===== src/rtl/fht_pkg.sv =====
`default_nettype none
// +--------------------------------------------------------------------------+
// | fht_pkg : shared loader state encoding and frame-size helper             |
// | rev 1.0                                                                  |
// +--------------------------------------------------------------------------+
package fht_pkg;

  localparam int NUM_BANKS = 4;

  typedef enum logic [2:0] {
    IDLE      = 3'd0,
    LOAD      = 3'd1,
    FIRE      = 3'd2,
    WAIT_BUSY = 3'd3,
    WAIT_DONE = 3'd4
  } fht_state_t;

  // Points per frame: four banks of 2^a_bit words each.
  function automatic int frame_len(input int a_bit);
    return NUM_BANKS << a_bit;
  endfunction

endpackage
`default_nettype wire


===== src/rtl/fht_bitrev.sv =====
`default_nettype none
// +--------------------------------------------------------------------------+
// | fht_bitrev : combinational bit reversal over W bits                      |
// | rev 1.0                                                                  |
// +--------------------------------------------------------------------------+
module fht_bitrev #(
  parameter int W = 11
) (
  input  logic [W-1:0] din,
  output logic [W-1:0] dout
);

  genvar i;
  generate
    for (i = 0; i < W; i++) begin : g_bit
      assign dout[i] = din[W-1-i];
    end
  endgenerate

endmodule
`default_nettype wire


===== src/rtl/fht_loader.sv =====
`default_nettype none
// +--------------------------------------------------------------------------+
// | fht_loader : streams natural-order samples into four bit-reversed banks  |
// | and hands the frame to fht_control. rev 1.0                              |
// +--------------------------------------------------------------------------+
module fht_loader
  import fht_pkg::*;
#(
  parameter int A_BIT = 9,
  parameter int D_BIT = 16
) (
  input  logic             iCLK,
  input  logic             iRESET,
  input  logic             iEN,
  input  logic [D_BIT-1:0] iDATA,
  input  logic             iVALID,
  output logic             oREADY,
  output logic [A_BIT-1:0] oADDR_WR,
  output logic [D_BIT-1:0] oDATA_WR,
  output logic [3:0]       oWE,
  output logic             oSTART,
  input  logic             iFHT_RDY,
  output logic             oBUSY
);

  localparam int              CW   = A_BIT + 2;
  localparam logic [CW-1:0]   LAST = CW'(frame_len(A_BIT) - 1);

  fht_state_t      state, state_next;
  logic [CW-1:0]   cnt;
  logic [CW-1:0]   cnt_rev;
  logic            xfer;

  fht_bitrev #(.W(CW)) u_bitrev (
    .din  (cnt),
    .dout (cnt_rev)
  );

  // oREADY is a registered copy of (state == LOAD), so it doubles as the qualifier.
  assign xfer = oREADY & iVALID;

  always_comb begin
    state_next = state;
    case (state)
      IDLE:      if (iEN)                 state_next = LOAD;
      LOAD:      if (xfer && cnt == LAST) state_next = FIRE;
      FIRE:                               state_next = WAIT_BUSY;
      WAIT_BUSY: if (!iFHT_RDY)           state_next = WAIT_DONE;
      WAIT_DONE: if (iFHT_RDY)            state_next = IDLE;
      default:                            state_next = IDLE;
    endcase
  end

  always_ff @(posedge iCLK or negedge iRESET) begin
    if (!iRESET) begin
      state <= IDLE;
    end else begin
      state <= state_next;
    end
  end

  // Status outputs are registered from the next state so they align with it.
  always_ff @(posedge iCLK or negedge iRESET) begin
    if (!iRESET) begin
      oREADY <= 1'b0;
      oBUSY  <= 1'b0;
      oSTART <= 1'b0;
    end else begin
      oREADY <= (state_next == LOAD);
      oBUSY  <= (state_next != IDLE);
      oSTART <= (state == FIRE);
    end
  end

  always_ff @(posedge iCLK or negedge iRESET) begin
    if (!iRESET) begin
      cnt      <= '0;
      oWE      <= 4'b0000;
      oADDR_WR <= '0;
      oDATA_WR <= '0;
    end else begin
      oWE <= 4'b0000;
      if (xfer) begin
        cnt      <= cnt + CW'(1);
        oWE      <= 4'b0001 << cnt_rev[CW-1:A_BIT];
        oADDR_WR <= cnt_rev[A_BIT-1:0];
        oDATA_WR <= iDATA;
      end
    end
  end

endmodule
`default_nettype wire


===== config.mk =====
export PLATFORM = sky130hd
export DESIGN_NAME = fht_loader
export DESIGN_NICKNAME = d
export VERILOG_FILES = /design/src/rtl/fht_pkg.sv /design/src/rtl/fht_bitrev.sv /design/src/rtl/fht_loader.sv
export SDC_FILE = /design/constraint.sdc
export NUM_CORES = 1
export LEC_CHECK = 0
export CAP_MARGIN = 20
export CORE_UTILIZATION = 42
export CTS_CLUSTER_DIAMETER = 150
export CTS_CLUSTER_SIZE = 24
export DETAILED_ROUTE_END_ITERATION = 6
export GPL_ROUTABILITY_DRIVEN = 0
export GPL_TIMING_DRIVEN = 1
export MAX_ROUTING_LAYER = met4
export PLACE_DENSITY_LB_ADDON = 0.3
export SKIP_CTS_REPAIR_TIMING = 1
export SKIP_LAST_GASP = 1
export SLEW_MARGIN = 20
export SYNTH_ARGS = -nofsm -noshare
export SYNTH_HDL_FRONTEND = slang
export SYNTH_HIERARCHICAL = 1
export SYNTH_SLANG_ARGS = --single-unit

===== constraint.sdc =====
create_clock -name iCLK -period 1.3 [get_ports iCLK]
set_input_delay 0.13 -clock iCLK [delete_from_list [all_inputs] [get_ports iCLK]]
set_output_delay 0.13 -clock iCLK [all_outputs]
set_load 0.1 [all_outputs]

==> qor.yml, run 1 <==
setup_path:
  worstPathMaxFanout: 3
  crit_buf_inv: 0
  end_kind: "flip-flop"
  critical_path_required_ns: 1.47
  cp.depth: 3
  critPathMaxStageDelay_ns: 0.40
  crit_slowest_cell: "dfrtp_1"
  cp_data_arrival_time_ns: 1.45
  reg2reg_to: "state[0]"
  rrSetupSlack_ns: 0.02
  crit_chain: "nand4_1, nor4_4, a21oi_1"
  startpoint_type: "flip-flop"
  crit_family: "simple AND/OR/NAND/NOR gates"
  timing.rr.start: "cnt[9]"
  worstSetupPathType: "flip-flop to flip-flop"
  reg2reg_depth: 3
die:
  die_height_um: 69.3
  fp-row-count: 24
  die_width_um: 69.3
  initial_core_util_pct: 43.6
  io_pins: 53
  dieArea_um2: 4800
  core_area_um2: 4350
global_routing:
  grt_pass1_wl_um: 6640
  first_global_vias: 1339
  grt_max_degree: 47
  grt_use_total_pct: 18.4
  overflow: 0
  antenna_found_initial: 0
clocking:
  tritoncts: "yes"
  cts_buffers: 5
  root_buffer: "clkbuf_8"
  clock-sinks: 46
  clockBufferDepth: 2
  clk_pin_slew_ns: 0.08
  ctsHtreeMaxLevel: 2
  clkLatencyLatePin_ns: 0.29
power_and_ir_drop:
  power_frac_seq_pct: 36.3
  leakage_nw: 1.39
  switchingPower_mw: 2.27
  swShare_pct: 41.6
  power_mw: 5.46
  pwr-share-comb_pct: 47.8
  p_int_mw: 3.19
  clock_power_share_pct: 15.9
  vdd_ir_drop_max_v: 0.000999
  powerDensity_nw_per_um2: 1800
logic_synthesis:
  ys_ff_latch: 46
  ys_top_cells_by_area: "dfrtp_1, mux2_2, buf_4"
  synth_cell_type_count: 29
  seq_area_frac_synth_pct: 60.6
  yosys.area.top_type_share_pct: 60.6
  avgSynthCellArea_um2: 13.5
  netlist_area_um2: 1900
  synth_cells: 141
  yosys.area.top_type: "dfrtp_1"
  yosysWarningCount: 6
  syn_nets: 163
sta:
  tightest_slew_ns: 0.273
  period_share_pct: 98.3
  fmax_ghz: 0.782
  setup_viol: 0
  clock_skew_ns: 0.00668
  period_needed_ns: 1.28
  grt_setup_unrepaired: "yes"
  drv_slew: 0
  hold_viol_final: 0
  slew-limit-headroom_pct: 81.6
cells_and_area:
  final_net_count: 224
  syn2layout_area_growth_pct: 59.6
  mostFrequentLayoutCell: "dfrtp_1"
  drive_gt1_share_pct: 46.8
  multi_input_area_um2: 697
  diodes: 0
  final_cell_mix: "dfrtp_1, buf_12, mux2_2, clkdlybuf4s50_1, buf_4"
  fin_cells: 255
  regArea_um2: 1160
  finalInstanceArea_um2: 3030
  fill_cells: 303
routing:
  drt_iter0_markers: 35
  vias: 1271
  drc: 0
  ant_nets: 0
  vias_per_cell: 4.98
  routed_wl_um: 3840
  drt-pass1-iter-count: 4
  detail_route.wl_per_cell_um: 15.1
place:
  place_inst: 241
  dpl.hpwl_um: 2750
  io_buffers: 52
  placed_area_um2: 2850
hold_path:
  min-delay-path-class: "input port to async pin"
outcome:
  status: "finished clean"
job:
  drv_cap: 0
==> kinds of logic after synthesis <==
| logic type | after synthesis | synth area share (%) |
|---|---|---|
| AO/OA/AOI/OAI | 7 | 2.44 |
| XOR/XNOR | 10 | 4.61 |
| adder cells (fa/ha/maj) | 1 | 0.658 |
| buffers and inverters | 18 | 6.65 |
| flip-flops | 46 | 60.6 |
| multiplexers | 26 | 15.4 |
| AND/OR/NAND/NOR | 33 | 9.68 |
==> power by group through the flow <==
stage               sequential [mW]  clock [mW]  combinational [mW]
CTS                            1.97       0.901                2.55
global route                   2.02       0.974                2.72
floorplan                      3.03           0               0.551
detailed placement             2.00           0                2.55
finish                         1.98       0.870                2.61
global placement               1.98           0                2.51
==> cells in the mapped netlist <==
cell	instances
nor3_1	5
nor3b_1	2
buf_4	11
and3_1	1
clkbuf_2	1
inv_1	3
nor4_1	2
dfrtp_1	46
and2_4	1
o21ai_0	1
nand2_2	1
ha_1	1
nand4_1	3
xnor2_1	4
buf_2	1
nor4_2	1
xor2_1	6
nand3b_1	1
nand2b_1	1
mux2_2	26
buf_6	2
nor2_1	7
a21o_1	1
a21oi_1	3
nand3_2	1
a311o_1	1
nand2_1	5
a31o_2	1
nand3_1	2
==> worst max path at each step <==
stage                       from          end  slack [ns]
after floorplan           oREADY  oADDR_WR[6]       -0.20
after global placement    iVALID  oDATA_WR[7]       -0.14
after detailed placement  iVALID     state[0]       -0.24
after CTS                 cnt[0]     state[0]       -0.13
after global routing      cnt[0]       cnt[8]       -0.04
final                     cnt[9]     state[0]        0.02
==> metrics by stage <==
| stage | hold slack (ns) | setup TNS [ns] | utilization [%] | setup slack (ns) |
|---|---|---|---|---|
| 2_1_floorplan | -0.166 | -4.47 | - | -0.204 |
| 3_3_place_gp | 0.124 | -3.73 | 65.4 | -0.144 |
| 3_5_place_dp | 0.132 | -5.80 | 65.4 | -0.244 |
| 5_1_grt | 0.370 | -0.101 | 69.7 | -0.0405 |
| 4_1_cts | -0.192 | -0.406 | 67.5 | -0.126 |
| 6_report | 0.341 | 0 | 69.7 | 0.0215 |
==> layout make-up <==
type,instances,share of cell area [%]
sequential,46,38.2
timing repair buffer,69,33.3
multi-input combinational,77,23.0
clock buffer,7,2.85
tap,52,2.15
inverter,3,0.371
clock inverter,1,0.165
==> state kept, by name, summed over array words and instances, names as in the netlist <==
name      count
state         3
oDATA_WR     16
oSTART        1
cnt          11
oBUSY         1
oADDR_WR      9
oWE           4
oREADY        1
==> tightest hold or removal path, cell delays in order <==
cell and delay, ns:
dlygate4sd3_1 0.52, buf_2 0.12, buf_12 0.24
==> layer usage <==
layer,global-route usage [%],up-vias,wire length (um)
li1,-,592,-
met4,7.48,0,80
met3,5.96,8,234
met1,22.7,622,1530
met5,-,-,0
met2,28.3,49,2000
(Power assumes the default switching activity.)
==> run 2, diff against run 1 <==
--- a/config.mk
+++ b/config.mk
@@ -6,7 +6,8 @@
 export NUM_CORES = 1
 export LEC_CHECK = 0
 export CAP_MARGIN = 20
-export CORE_UTILIZATION = 42
+export CORE_UTILIZATION = 44
+export CTS_BUF_LIST = sky130_fd_sc_hd__clkbuf_4
 export CTS_CLUSTER_DIAMETER = 150
 export CTS_CLUSTER_SIZE = 24
 export DETAILED_ROUTE_END_ITERATION = 6
==> run 2 against run 1 <==
Compared with the run above:
- the flow now finishes with violations (setup timing)
- die area down 4.4%
- sequential cell count unchanged
- register-to-register slack worse by 0.09 ns
- maximum frequency down 6.4%
- setup slack worse by 0.088 ns
- sequential power about the same
- combinational power about the same
- clock power down 2%
- via count down 0.39%
- total power down 0.90%
- sequential share of layout area up 0.57 points
- critical path type unchanged
- critical endpoint unchanged
- highest routed layer unchanged
==> qor.yml, run 2 (synthesis gave the netlist of run 1 again) <==
outcome:
  status: "complete, but fails checks"
  violations: "setup timing"
setup_path:
  critPathMaxStageDelay_ns: 0.43
  critical_path_required_ns: 1.53
  worstPathMaxFanout: 4
  startpoint_type: "flip-flop"
  crit_chain: "nand4_1, nor4_4, a21oi_1"
  worstSetupPathType: "flip-flop to flip-flop"
  crit_slowest_cell: "dfrtp_1"
  cp_data_arrival_time_ns: 1.60
  end_kind: "flip-flop"
  crit_buf_inv: 0
  crit_family: "simple AND/OR/NAND/NOR gates"
routing:
  routed_wl_um: 3820
  drt-pass1-iter-count: 4
  detail_route.wl_per_cell_um: 15.3
  vias_per_cell: 5.06
  drc: 0
  ant_nets: 0
  vias: 1266
  drt_iter0_markers: 22
place:
  dpl.hpwl_um: 2880
  dpl_worst_slack_ns: -0.183
  io_buffers: 52
  placed_area_um2: 2850
die:
  die_width_um: 67.7
  initial_core_util_pct: 46.5
  die_height_um: 67.7
  fp-row-count: 23
  core_area_um2: 4090
  io_pins: 53
  dieArea_um2: 4590
cells_and_area:
  final_cell_mix: "dfrtp_1, buf_12, mux2_2, clkdlybuf4s50_1, buf_4"
  fill_cells: 244
  drive_gt1_share_pct: 46.0
  largest_reg_flops: 16
  largestRegisters: "oDATA_WR x16, cnt x11, oADDR_WR x9"
  final_net_count: 221
  mostFrequentLayoutCell: "dfrtp_1"
  finalInstanceArea_um2: 2990
  regMostFlops: "oDATA_WR"
  syn2layout_area_growth_pct: 57.1
  post-route-util_pct: 73.1
  diodes: 0
sta:
  worst_slack_ns: -0.0666
  hold_viol_final: 0
  final.setup.tns_ns: -0.0948
  clock_skew_ns: 0.0106
  hold_slack_ns: 0.181
  slew-limit-headroom_pct: 76.8
  setup_viol: 4
  drv_slew: 0
  fmax_ghz: 0.732
  grt_setup_unrepaired: "yes"
  tightest_slew_ns: 0.348
  period_share_pct: 105
  period_needed_ns: 1.37
clocking:
  cts_buffers: 5
  root_buffer: "clkbuf_4"
  ctsHtreeMaxLevel: 2
  tritoncts: "yes"
  clk_pin_slew_ns: 0.14
  clkLatencyLatePin_ns: 0.36
  clock-sinks: 46
  clockBufferDepth: 2
power_and_ir_drop:
  powerDensity_nw_per_um2: 1810
  vdd_ir_drop_max_v: 0.00119
  leakage_nw: 1.36
global_routing:
  grt_max_degree: 34
  antenna_found_initial: 0
  first_global_vias: 1346
  overflow: 0
  grt_pass1_wl_um: 6230
  grt_use_total_pct: 19.8
job:
  drv_cap: 0
hold_path:
  min-delay-path-class: "input port to async pin"
==> run 2: changes by cell type in the layout (fill, tap and decap cells not counted), sizes merged <==
cell,change
buf,-3
bufinv,+1
clkbuf,-2
clkinv,+1
==> run 2: worst paths after layout <==
check / startpoint / to / slack (ns) / cells after the start
max in group asynchronous: iRESET / oREADY / 0.62 / 3
worst min-delay path: iRESET / oDATA_WR[11] / 0.18 / 2
worst max-delay path: cnt[8] / state[0] / -0.07 / 3
worst min register to register: cnt[10] / cnt[10] / 0.50 / 1
min in group iCLK: iFHT_RDY / state[2] / 0.32 / 2
worst max register to register: cnt[8] / state[0] / -0.07 / 3
==> run 2: cell type report <==
class	instances	area (um2)	area share, %
clock buffer	5	37.5	1.26
clock inverter	3	40.0	1.34
inverter	3	11.3	0.377
multi-input combinational	77	697	23.3
sequential	46	1160	38.7
tap	50	62.6	2.10
timing repair buffer	66	981	32.9
==> run 2: stage by stage <==
step	cells	power, mW
6_report	250	5.41
5_1_grt	250	5.63
4_1_cts	248	5.40
3_5_place_dp	240	4.56
3_3_place_gp	240	4.50
2_1_floorplan	141	3.58
==> run 2: power breakdown <==
group | total, mW | switching, mW | internal, mW
Combinational | 2.59 | 1.55 | 1.04
Clock | 0.852 | 0.453 | 0.399
Sequential | 1.96 | 0.273 | 1.69
==> run 2: worst register-to-register path, cell delays in order (launching register included) <==
cell and delay, ns:
dfrtp_1 0.43, nand4_1 0.26, nor4_4 0.42, a21oi_1 0.15
==> run 2: routing by layer <==
layer	vias to the layer above	share of wire (%)	GRT usage (%)
met4	0	2.7	9.84
li1	591	-	-
met1	625	38	20.1
met3	9	5.7	6.25
met2	41	53	33.9
met5	-	0	-
==> run 3, diff against run 2 <==
--- a/config.mk
+++ b/config.mk
@@ -6,6 +6,7 @@
 export NUM_CORES = 1
 export LEC_CHECK = 0
 export CAP_MARGIN = 20
+export CORE_ASPECT_RATIO = 0.8
 export CORE_UTILIZATION = 44
 export CTS_BUF_LIST = sky130_fd_sc_hd__clkbuf_4
 export CTS_CLUSTER_DIAMETER = 150
==> run 3 against run 2 <==
Compared with the run above:
- the run now ends clean
- clock skew fell by 0.0051 ns
- via count fell by 0.63%
- non-clock buffer count unchanged
- global-route usage is 0.62 points lower
- final cell count up 2.0%
- total power down 4.0%
- first-iteration DRC count rose to 2.7 times the previous value
- setup slack improved by 0.11 ns
- utilization up 1.6 points
- wire length shrank 5.0%
- combinational power about the same
- critical endpoint unchanged
- largest power group unchanged
==> qor.yml, run 3 (synthesis gave the netlist of run 1 again) <==
die:
  initial_core_util_pct: 48.1
  dieArea_um2: 4590
  fp-row-count: 20
  die_width_um: 75.5
  io_pins: 53
  die_height_um: 60.8
  core_area_um2: 3950
clocking:
  cts_buffers: 5
  ctsHtreeMaxLevel: 2
  clkLatencyLatePin_ns: 0.34
  clock-sinks: 46
  clk_pin_slew_ns: 0.12
  tritoncts: "yes"
  clockBufferDepth: 2
  root_buffer: "clkbuf_4"
power_and_ir_drop:
  pwr-share-comb_pct: 50.1
  vdd_ir_drop_max_v: 0.00112
  swShare_pct: 42.8
  p_int_mw: 2.97
  power_frac_seq_pct: 37.6
  clock_power_share_pct: 12.3
  switchingPower_mw: 2.22
  leakage_nw: 1.34
  powerDensity_nw_per_um2: 1760
place:
  placed_area_um2: 2850
  dpl.hpwl_um: 2730
  io_buffers: 52
  dpl_worst_slack_ns: -0.200
routing:
  vias_per_cell: 4.93
  drt_iter0_markers: 59
  routed_wl_um: 3630
  vias: 1258
  detail_route.wl_per_cell_um: 14.2
  drt-pass1-iter-count: 4
  ant_nets: 0
  drc: 0
sta:
  setup_viol: 0
  period_share_pct: 96.9
  hold_slack_ns: 0.264
  slew-limit-headroom_pct: 69.4
  tightest_slew_ns: 0.459
  drv_slew: 0
  grt_setup_unrepaired: "yes"
  worst_slack_ns: 0.0405
  fmax_ghz: 0.794
  final.setup.tns_ns: 0
  period_needed_ns: 1.26
  clock_skew_ns: 0.00550
  hold_viol_final: 0
cells_and_area:
  final_cell_mix: "dfrtp_1, buf_12, mux2_2, clkdlybuf4s50_1, buf_4"
  mostFrequentLayoutCell: "dfrtp_1"
  finalInstanceArea_um2: 2950
  final_net_count: 221
  syn2layout_area_growth_pct: 55.4
  regMostFlops: "oDATA_WR"
  diodes: 0
  fill_cells: 272
  drive_gt1_share_pct: 45.0
  largestRegisters: "oDATA_WR x16, cnt x11, oADDR_WR x9"
  largest_reg_flops: 16
setup_path:
  timing.rr.start: "cnt[1]"
  worstPathMaxFanout: 4
  crit_family: "flip-flops"
  crit_buf_inv: 1
  crit_slowest_cell: "dfrtp_1"
  reg2reg_to: "state[0]"
  critPathMaxStageDelay_ns: 0.37
  worstSetupPathType: "flip-flop to flip-flop"
  startpoint_type: "flip-flop"
  end_kind: "flip-flop"
  reg2reg_depth: 5
  rrSetupSlack_ns: 0.04
  cp_data_arrival_time_ns: 1.49
  critical_path_required_ns: 1.53
  crit_chain: "ha_2, nand4_1, buf_4, nor4_4, a21oi_1"
global_routing:
  overflow: 0
  grt_max_degree: 30
  first_global_vias: 1263
  antenna_found_initial: 0
  grt_use_total_pct: 19.1
  grt_pass1_wl_um: 6130
outcome:
  status: "finished clean"
job:
  drv_cap: 0
hold_path:
  min-delay-path-class: "input port to async pin"
-- run 3: power groups by stage --
| stage | Sequential [mW] | Combinational [mW] | Clock, mW |
|---|---|---|---|
| floorplan | 3.03 | 0.551 | 0 |
| global placement | 1.97 | 2.52 | 0 |
| detailed placement | 1.98 | 2.55 | 0 |
| CTS | 1.95 | 2.56 | 0.674 |
| global route | 1.99 | 2.71 | 0.734 |
| finish | 1.95 | 2.60 | 0.641 |
-- run 3: through the flow --
step	instances	utilization [%]	total power [mW]
after floorplan	141	-	3.58
after detailed placement	243	72.0	4.54
after global placement	243	72.0	4.48
after global routing	255	74.7	5.43
final	255	74.7	5.19
after CTS	251	73.3	5.19
-- run 3: per-layer routing --
metal / part of all wire [%] / GRT usage (%) / vias up
li1: - / - / 592
met1: 44 / 25.1 / 638
met2: 53 / 29.6 / 24
met3: 2.7 / 5.48 / 4
met4: 0.94 / 4.76 / 0
met5: 0 / - / -
-- run 3: final cells by class --
cell class | instances | area [um2] | area share (%)
Clock buffer | 6 | 45.0 | 1.53
Clock inverter | 2 | 8.76 | 0.297
Sequential cell | 46 | 1150 | 39.1
Timing Repair Buffer | 66 | 981 | 33.2
Multi-Input combinational cell | 77 | 683 | 23.1
Inverter | 3 | 11.3 | 0.381
Tap cell | 55 | 68.8 | 2.33
-- run 3: worst max path at each step --
stage,startpoint,endpoint,depth (start not counted)
floorplan,oREADY,oADDR_WR[6],4
global placement,iVALID,oADDR_WR[0],4
detailed placement,iVALID,state[0],4
CTS,cnt[0],state[0],4
global route,cnt[1],state[0],5
finish,cnt[1],state[0],5
